==> src/rtl/wb_pkg.sv <==
// Shared constants for the write-back stage: source selects, load sizes and
// MEM/WB register field widths.
package wb_pkg;
  localparam int WB_SEL_W  = 2;
  localparam int LD_SIZE_W = 2;

  localparam logic [WB_SEL_W-1:0] WB_SEL_ALU = 2'b00;
  localparam logic [WB_SEL_W-1:0] WB_SEL_MEM = 2'b01;
  localparam logic [WB_SEL_W-1:0] WB_SEL_PC4 = 2'b10;

  localparam logic [LD_SIZE_W-1:0] LD_BYTE = 2'b00;
  localparam logic [LD_SIZE_W-1:0] LD_HALF = 2'b01;
  localparam logic [LD_SIZE_W-1:0] LD_WORD = 2'b10;
  localparam logic [LD_SIZE_W-1:0] LD_FULL = 2'b11;
endpackage

==> src/rtl/wb_load_ext.sv <==
// Little-endian lane select and sign/zero extension of sub-word loads.
module wb_load_ext
  import wb_pkg::*;
#(
  parameter int DATA_W = 32,
  parameter int BO_W   = $clog2(DATA_W/8)
) (
  input  logic [DATA_W-1:0]    mem_data,
  input  logic [LD_SIZE_W-1:0] ld_size,
  input  logic                 ld_unsigned,
  input  logic [BO_W-1:0]      byte_off,
  output logic [DATA_W-1:0]    ext_data
);
  localparam int MW = $clog2(DATA_W);
  localparam logic [BO_W-1:0] HALF_ALIGN = ~BO_W'(1);
  localparam logic [BO_W-1:0] WORD_ALIGN = ~BO_W'(3);

  logic [BO_W+2:0]   sh;
  logic [DATA_W-1:0] mask;
  logic [DATA_W-1:0] shifted;
  logic [MW-1:0]     msb;

  // Lane start is the offset rounded down to the lane size; DATA_W=32 words land on lane 0.
  always_comb begin
    sh       = '0;
    mask     = '1;
    msb      = MW'(DATA_W-1);
    shifted  = '0;
    ext_data = '0;
    case (ld_size)
      LD_BYTE: begin sh = {byte_off, 3'b000};              mask = DATA_W'(8'hFF);         msb = MW'(7);  end
      LD_HALF: begin sh = {byte_off & HALF_ALIGN, 3'b000}; mask = DATA_W'(16'hFFFF);      msb = MW'(15); end
      LD_WORD: begin sh = {byte_off & WORD_ALIGN, 3'b000}; mask = DATA_W'(32'hFFFF_FFFF); msb = MW'(31); end
      default: begin sh = '0;                              mask = '1;                     msb = MW'(DATA_W-1); end
    endcase
    shifted  = mem_data >> sh;
    ext_data = shifted & mask;
    if (!ld_unsigned && shifted[msb])
      ext_data = ext_data | ~mask;
  end
endmodule

==> src/rtl/wb_stage_pipe.sv <==
// Write-back stage: MEM/WB register, source mux, register-file write and
// forwarding ports, saturating retired-instruction counter.
module wb_stage_pipe
  import wb_pkg::*;
#(
  parameter int DATA_W = 32,
  parameter int REG_AW = 5,
  parameter int CNT_W  = 32,
  localparam int BO_W  = $clog2(DATA_W/8)
) (
  input  logic                 i_clk,
  input  logic                 i_rst_n,
  input  logic                 i_valid,
  input  logic                 i_stall,
  input  logic                 i_flush,
  input  logic [REG_AW-1:0]    i_write_reg,
  input  logic [DATA_W-1:0]    i_mem_data,
  input  logic [DATA_W-1:0]    i_result,
  input  logic [DATA_W-1:0]    i_pc_plus4,
  input  logic [WB_SEL_W-1:0]  i_wb_sel,
  input  logic                 i_reg_write,
  input  logic [LD_SIZE_W-1:0] i_ld_size,
  input  logic                 i_ld_unsigned,
  input  logic [BO_W-1:0]      i_byte_off,
  output logic [REG_AW-1:0]    o_write_reg,
  output logic [DATA_W-1:0]    o_write_data,
  output logic                 o_RegWrite,
  output logic                 o_fwd_valid,
  output logic [REG_AW-1:0]    o_fwd_reg,
  output logic [DATA_W-1:0]    o_fwd_data,
  output logic [CNT_W-1:0]     o_retired_cnt
);
  logic                 r_valid;
  logic [REG_AW-1:0]    r_write_reg;
  logic [DATA_W-1:0]    r_mem_data;
  logic [DATA_W-1:0]    r_result;
  logic [DATA_W-1:0]    r_pc_plus4;
  logic [WB_SEL_W-1:0]  r_wb_sel;
  logic                 r_reg_write;
  logic [LD_SIZE_W-1:0] r_ld_size;
  logic                 r_ld_unsigned;
  logic [BO_W-1:0]      r_byte_off;
  logic [CNT_W-1:0]     r_cnt;
  logic [DATA_W-1:0]    ld_ext;
  logic [DATA_W-1:0]    wb_data;
  logic                 departs;

  // The WB instruction leaves whenever the register is overwritten, including a flush under stall.
  assign departs = r_valid & (~i_stall | i_flush);

  always_ff @(posedge i_clk or negedge i_rst_n) begin
    if (!i_rst_n) begin
      r_valid       <= 1'b0;
      r_write_reg   <= '0;
      r_mem_data    <= '0;
      r_result      <= '0;
      r_pc_plus4    <= '0;
      r_wb_sel      <= '0;
      r_reg_write   <= 1'b0;
      r_ld_size     <= '0;
      r_ld_unsigned <= 1'b0;
      r_byte_off    <= '0;
      r_cnt         <= '0;
    end else begin
      if (i_flush) begin
        r_valid <= 1'b0;
      end else if (!i_stall) begin
        r_valid       <= i_valid;
        r_write_reg   <= i_write_reg;
        r_mem_data    <= i_mem_data;
        r_result      <= i_result;
        r_pc_plus4    <= i_pc_plus4;
        r_wb_sel      <= i_wb_sel;
        r_reg_write   <= i_reg_write;
        r_ld_size     <= i_ld_size;
        r_ld_unsigned <= i_ld_unsigned;
        r_byte_off    <= i_byte_off;
      end
      if (departs && (r_cnt != {CNT_W{1'b1}}))
        r_cnt <= r_cnt + 1'b1;
    end
  end

  wb_load_ext #(.DATA_W(DATA_W), .BO_W(BO_W)) u_load_ext (
    .mem_data    (r_mem_data),
    .ld_size     (r_ld_size),
    .ld_unsigned (r_ld_unsigned),
    .byte_off    (r_byte_off),
    .ext_data    (ld_ext)
  );

  always_comb begin
    case (r_wb_sel)
      WB_SEL_MEM: wb_data = ld_ext;
      WB_SEL_PC4: wb_data = r_pc_plus4;
      default:    wb_data = r_result;
    endcase
  end

  assign o_write_reg   = r_write_reg;
  assign o_write_data  = wb_data;
  assign o_RegWrite    = r_valid & r_reg_write & (r_write_reg != '0);
  assign o_fwd_valid   = o_RegWrite;
  assign o_fwd_reg     = r_write_reg;
  assign o_fwd_data    = wb_data;
  assign o_retired_cnt = r_cnt;
endmodule

==> config.mk <==
export PLATFORM = sky130hd
export DESIGN_NAME = wb_stage_pipe
export DESIGN_NICKNAME = d
export VERILOG_FILES = /design/src/rtl/wb_pkg.sv /design/src/rtl/wb_load_ext.sv /design/src/rtl/wb_stage_pipe.sv
export SDC_FILE = /design/constraint.sdc
export NUM_CORES = 1
export LEC_CHECK = 0
export ABC_CLOCK_PERIOD_IN_PS = 9200
export CAP_MARGIN = 5
export CORE_ASPECT_RATIO = 1.4
export CORE_MARGIN = 5
export CORE_UTILIZATION = 50
export DETAILED_ROUTE_END_ITERATION = 12
export GPL_TIMING_DRIVEN = 0
export PLACE_DENSITY = 0.85
export SLEW_MARGIN = 20
export SYNTH_ARGS = -nofsm -noshare
export SYNTH_HDL_FRONTEND = slang
export SYNTH_SLANG_ARGS = --single-unit
export TNS_END_PERCENT = 5
==> constraint.sdc <==
create_clock -name i_clk -period 9.2 [get_ports i_clk]
set_clock_uncertainty 0.1 [all_clocks]
set_input_delay 1.84 -clock i_clk [delete_from_list [all_inputs] [get_ports i_clk]]
set_output_delay 1.84 -clock i_clk [all_outputs]
set_load 0.05 [all_outputs]
# Yosys cells after proc, flatten, opt, wreduce, memory -nomap -nowiden
# Index checks and enable logic that the tools add are counted.
[classes]
n_addsub = 1
n_mul = 0
div_mod_pow = 0
magnitude_cmp = 1
n_eq_ne = 5
n_shift = 1
n_mux = 9
bitwise_logic = 9
reduce_logical = 6
[op_table]
columns = ["operator", "n"]
rows = [
  ["$pmux W32 S2", 2],
  ["$add A32 B1 Y32 const B", 1],
  ["$and A32 B32 Y32", 1],
  ["$mux W32", 1],
  ["$ne A32 B32 Y1 const B", 1],
  ["$not A32 Y32", 1],
  ["$or A32 B32 Y32", 1],
  ["$shr A32 B5 Y32", 1],
  ["$pmux W5 S2", 2],
  ["$lt A5 B6 Y1 const B", 1],
  ["$bmux W1 S5", 1],
  ["$reduce_bool A5 Y1", 1],
  ["$eq A2 B1 Y1 const B", 2],
  ["$and A1 B1 Y1", 3],
  ["$mux W1", 3],
  ["$eq A2 B2 Y1 const B", 1],
  ["$logic_and A1 B1 Y1", 2],
  ["$logic_not A2 Y1", 1],
  ["$ne A2 B1 Y1 const B", 1],
  ["$not A1 Y1", 2],
  ["$reduce_and A2 Y1", 1],
  ["$logic_not A1 Y1", 1],
  ["$or A1 B1 Y1", 1],
]
[totals]
ff_bits = 142
latch_bits = 0
ram_bits = 0
rom_bits = 0
input_bits = 114
output_inout_bits = 108
wordCells = 43
memories = 0

# Logic depth before layout (Yosys ltp)
[logic_depth]
depth_word = 8
ltp_mapped = 8
depth_no_buf = 6

# Cells and area by module
# Synthesis repeated with hierarchy kept, for this count alone.
[unflattened]
cells_unflattened = 636
hier_area_um2 = 7307.0
[by_module_without_submodules]
columns = ["mod", "instances", "cells_per_inst", "area_each_um2", "seq_area_each_um2"]
rows = [
  ["wb_stage_pipe", 1, 539, 6672.6, 3553.4],
  ["wb_load_ext", 1, 97, 634.4, 0.0],
]

# Worst setup path before layout
# No wires, ideal clock.
[synth_path]
path_type = "register -> output"
from = "reg r_ld_size[0]"
to = "out o_write_data[10]"
arrival_time_ps = 2929
t_required_ps = 7260
slack_ps = 4331
path_stages_with_launch = 7
n_path_buf = 1
cell_sequence = "dfrtp_1 > nor3b_4 > mux4_2 > a211o_1 > nand3b_1 > o21ai_0 > buf_4"
[synth_via]
elab_chain_len = 8
word_cells_on_any_way = 14
cone_classes = "eq/ne: 1; shift: 1; mux: 7; bitwise: 3; reduce/logical: 2"
[synth_lines]
columns = ["item", "line_no", "source"]
rows = [
  ["start, declared", "wb_stage_pipe.sv:40", "logic [LD_SIZE_W-1:0] r_ld_size;"],
  ["start signal, assigned", "wb_stage_pipe.sv:75", "r_ld_size <= i_ld_size;"],
  ["$eq A2 B1 Y1 / $logic_not A2 Y1 (equally long branches)", "wb_load_ext.sv:30", "case (ld_size)"],
  ["$pmux W5 S2", "wb_load_ext.sv:30", ""],
  ["$shr A32 B5 Y32", "wb_load_ext.sv:36", "shifted = mem_data >> sh;"],
  ["$bmux W1 S5", "wb_load_ext.sv:38", "if (!ld_unsigned && shifted[msb])"],
  ["$mux W1 (not written as such)", "wb_load_ext.sv:38", ""],
  ["$logic_and A1 B1 Y1", "wb_load_ext.sv:38", ""],
  ["$mux W32 *", "wb_load_ext.sv:38", ""],
  ["$pmux W32 S2 *", "wb_stage_pipe.sv:93", "case (r_wb_sel)"],
  ["end, declared", "wb_stage_pipe.sv:26", "output logic [DATA_W-1:0] o_write_data,"],
]
# Mark *: on every way between the ends. The rest lies on a longest branch, timed or not. The select of a mux whose other input is x is not followed.

# Worst setup path in the final report
[layout_path]
from = "reg r_ld_size[1]"
to = "out o_write_data[27]"
# Same word-level chain as after synthesis.

==> flow_metrics.tcl <==
set metrics [dict create \
    combPwrFrac_pct 41.6 \
    period_needed_ns 5.73 \
    wirelength_microns 20800 \
    yosysSeqAreaShare_pct 51.0 \
    ctsResizeCount 0 \
    crit_path_top_delay_cell "clkdlybuf4s50_1" \
    async_flop_share_pct 100 \
    finalCritPeriodShare_pct 62.3 \
    dr.pass1.iters 5 \
    grt_pass1_vias 6051 \
    fin_nets 945 \
    layout_setup_ws_ns 3.47 \
    whs_ns 0.401 \
    drc 0 \
    port_buffers 221 \
    htreeDepth 4 \
    cts_num_sinks 142 \
    power_frac_seq_pct 30.6 \
    netlist-cell-type-count 44 \
    die_w_microns 110 \
    numCtsBuffers 17 \
    rsz0062_at_grt "false" \
    cp-end-kind "output pin" \
    tns_ns 0 \
    grt-ovfl-total 0 \
    vdd_ir_drop_max_mv 0.152 \
    clock_latency_ns 0.42 \
    tightest_slew_ns 0.827 \
    grt_max_degree 93 \
    p_switching_mw 1.01 \
    synth-edff-count 0 \
    synthCells 587 \
    maxSlewHeadroom_pct 44.4 \
    p_leak_nw 4.13 \
    min_path_type "reg -> reg" \
    netlist_top_cells_area "dfrtp_1 (51%), mux2_2 (16%), buf_4 (4.1%)" \
    crit_fanout 10 \
    hpwl_microns 15800 \
    gp_congestion 0.935 \
    syn-cell-area_sq_um 6960 \
    fin_cells 1026 \
    grt_pass1_wl_microns 31900 \
    critPathLaunchType "flip-flop" \
    cts_root_buf "clkbuf_16" \
    critPathArrivalTime_ns 3.79 \
    die_h_microns 150 \
    synth_nets 704 \
    switching_share_pct 39.6 \
    hold_violations 0 \
    synth.top_cell.area_share_pct 51.0 \
    ys.warnings.count 0 \
    ctsHoldBuffers 0 \
    place_ws_ns 3.94 \
    crit_chain "nor3b_4 > mux4_2 > o21a_2 > a41oi_4 > buf_6 > a21oi_2 > buf_4 > clkdlybuf4s50_1" \
    drtAntennaViolNets 0 \
    post-route-util_pct 72.9 \
    setup_viol 0 \
    first_iter_violations 304 \
    p_int_mw 1.53 \
    dieArea_sq_um 16400 \
    initial_core_util_pct 50.5 \
    synth_ff_type "dfrtp_1" \
    layout-drive-gt1-share_pct 23.3 \
    grtUsageTotal_pct 25.5 \
    p_clk_share_pct 27.8 \
    num_antenna_cells 0 \
    path_class "reg -> out" \
    timing.fmax_mhz 174 \
    drt-wirelength-per-cell_microns 20.2 \
    n_fill_cell 936 \
    cts_tree "built" \
    drv_cap 0 \
    cellPowerDensity_nw_per_um2 253 \
    ios 222 \
    maxSlewViolCount 0 \
    coreArea_sq_um 13800 \
    ys_top_cells_by_count "dfrtp_1 (142), mux2_2 (99), nand2_1 (39)" \
    vias_per_cell 5.53 \
    dp_cells 994 \
    antenna_found_initial 0 \
    yosys_register_bits 142 \
    ctsLongestPathBuffers 2 \
    post-cts-setup-buffers 0 \
    avgSynthCellArea_sq_um 11.9 \
    slowest_delay_ns 0.73 \
    rows 51 \
    cts.clk_slew.worst_paths_ns 0.07 \
    outcome "completed" \
    worst-endpoint-required_ns 7.26 \
    synth_most_common_cell "dfrtp_1" \
    syn_to_final_growth_pct 44.2 \
    synth_area_leader_cell "dfrtp_1" \
    dr_total_vias 5676 \
]
## per-layer routing
| layer | vias to the layer above | global-route usage, % | share of wire [%] |
|---|---|---|---|
| met3 | 48 | 6.30 | 7.8 |
| met4 | 0 | 9.11 | 3.0 |
| met2 | 258 | 43.8 | 52 |
| met1 | 2831 | 30.8 | 37 |
| met5 | - | 0 | 0 |
| li1 | 2539 | - | - |
## cell usage in the layout (no fill, tap or decap), drive strengths merged, types with 8 or more instances in the layout
cell type      count
inv               20
buf               47
nand4              9
xor2               8
and3               8
mux2              99
clkdlybuf4s50    220
a21oi             31
xnor2             22
o21ai             28
nor2b             16
a22oi             17
nand2             39
clkbuf            40
dfrtp            142
nand3             17
o22ai              8
mux4               8
nor2              16
## through the flow
stage / instance area [sq um] / power, mW
floorplan: 6960 / 1.47
finish: 10000 / 2.54
detailed placement: 9440 / 1.84
CTS: 10000 / 2.55
global placement: 9410 / 1.82
global route: 10000 / 2.63
## final cells by class
cell class | instances | area [sq um] | share of cell area (%)
Clock inverter | 15 | 178 | 1.77
Clock buffer | 17 | 425 | 4.24
Timing Repair Buffer | 222 | 2240 | 22.4
Tap cell | 185 | 231 | 2.31
Sequential cell | 142 | 3550 | 35.4
Multi-Input combinational cell | 365 | 2960 | 29.4
Buffer | 68 | 409 | 4.07
Inverter | 12 | 45.0 | 0.449
## power by group through the flow
stage	registers [mW]	clock network, mW	logic (mW)
floorplan	0.807	0	0.666
global placement	0.781	0	1.04
detailed placement	0.786	0	1.06
CTS	0.776	0.707	1.06
global route	0.786	0.736	1.11
finish	0.777	0.705	1.06
## final timing paths
path,cells after the start,slack [ns],end,from
min in group asynchronous,1,1.22,o_fwd_reg[4],i_rst_n
max reg2reg,6,6.85,o_retired_cnt[15],o_retired_cnt[17]
min reg2reg,1,0.40,o_retired_cnt[9],o_retired_cnt[9]
max in group asynchronous,2,7.00,r_pc_plus4[17],i_rst_n
max,8,3.47,o_write_data[27],r_ld_size[1]
min,1,0.40,o_retired_cnt[9],o_retired_cnt[9]
## cells by family (layout without fill, tap and decap cells)
kind of cell    count (synthesis)  in the layout  share of synthesized area, %
compound gates                100            100                          9.58
buf+inv                        80            334                          6.52
xor+xnor                       30             30                          3.77
mux                           109            109                          19.1
simple gates                  123            123                          9.45
fa+ha+maj                       3              3                         0.539
flops                         142            142                          51.0
## critical path, delay by kind of cell (launching register included)
kind / cells / cell delay (ns)
simple gates: 1 / 0.48
buf+inv: 3 / 1.10
compound gates: 3 / 0.70
flops: 1 / 0.45
mux: 1 / 0.64
No activity file was read; power rests on OpenSTA's default activity.
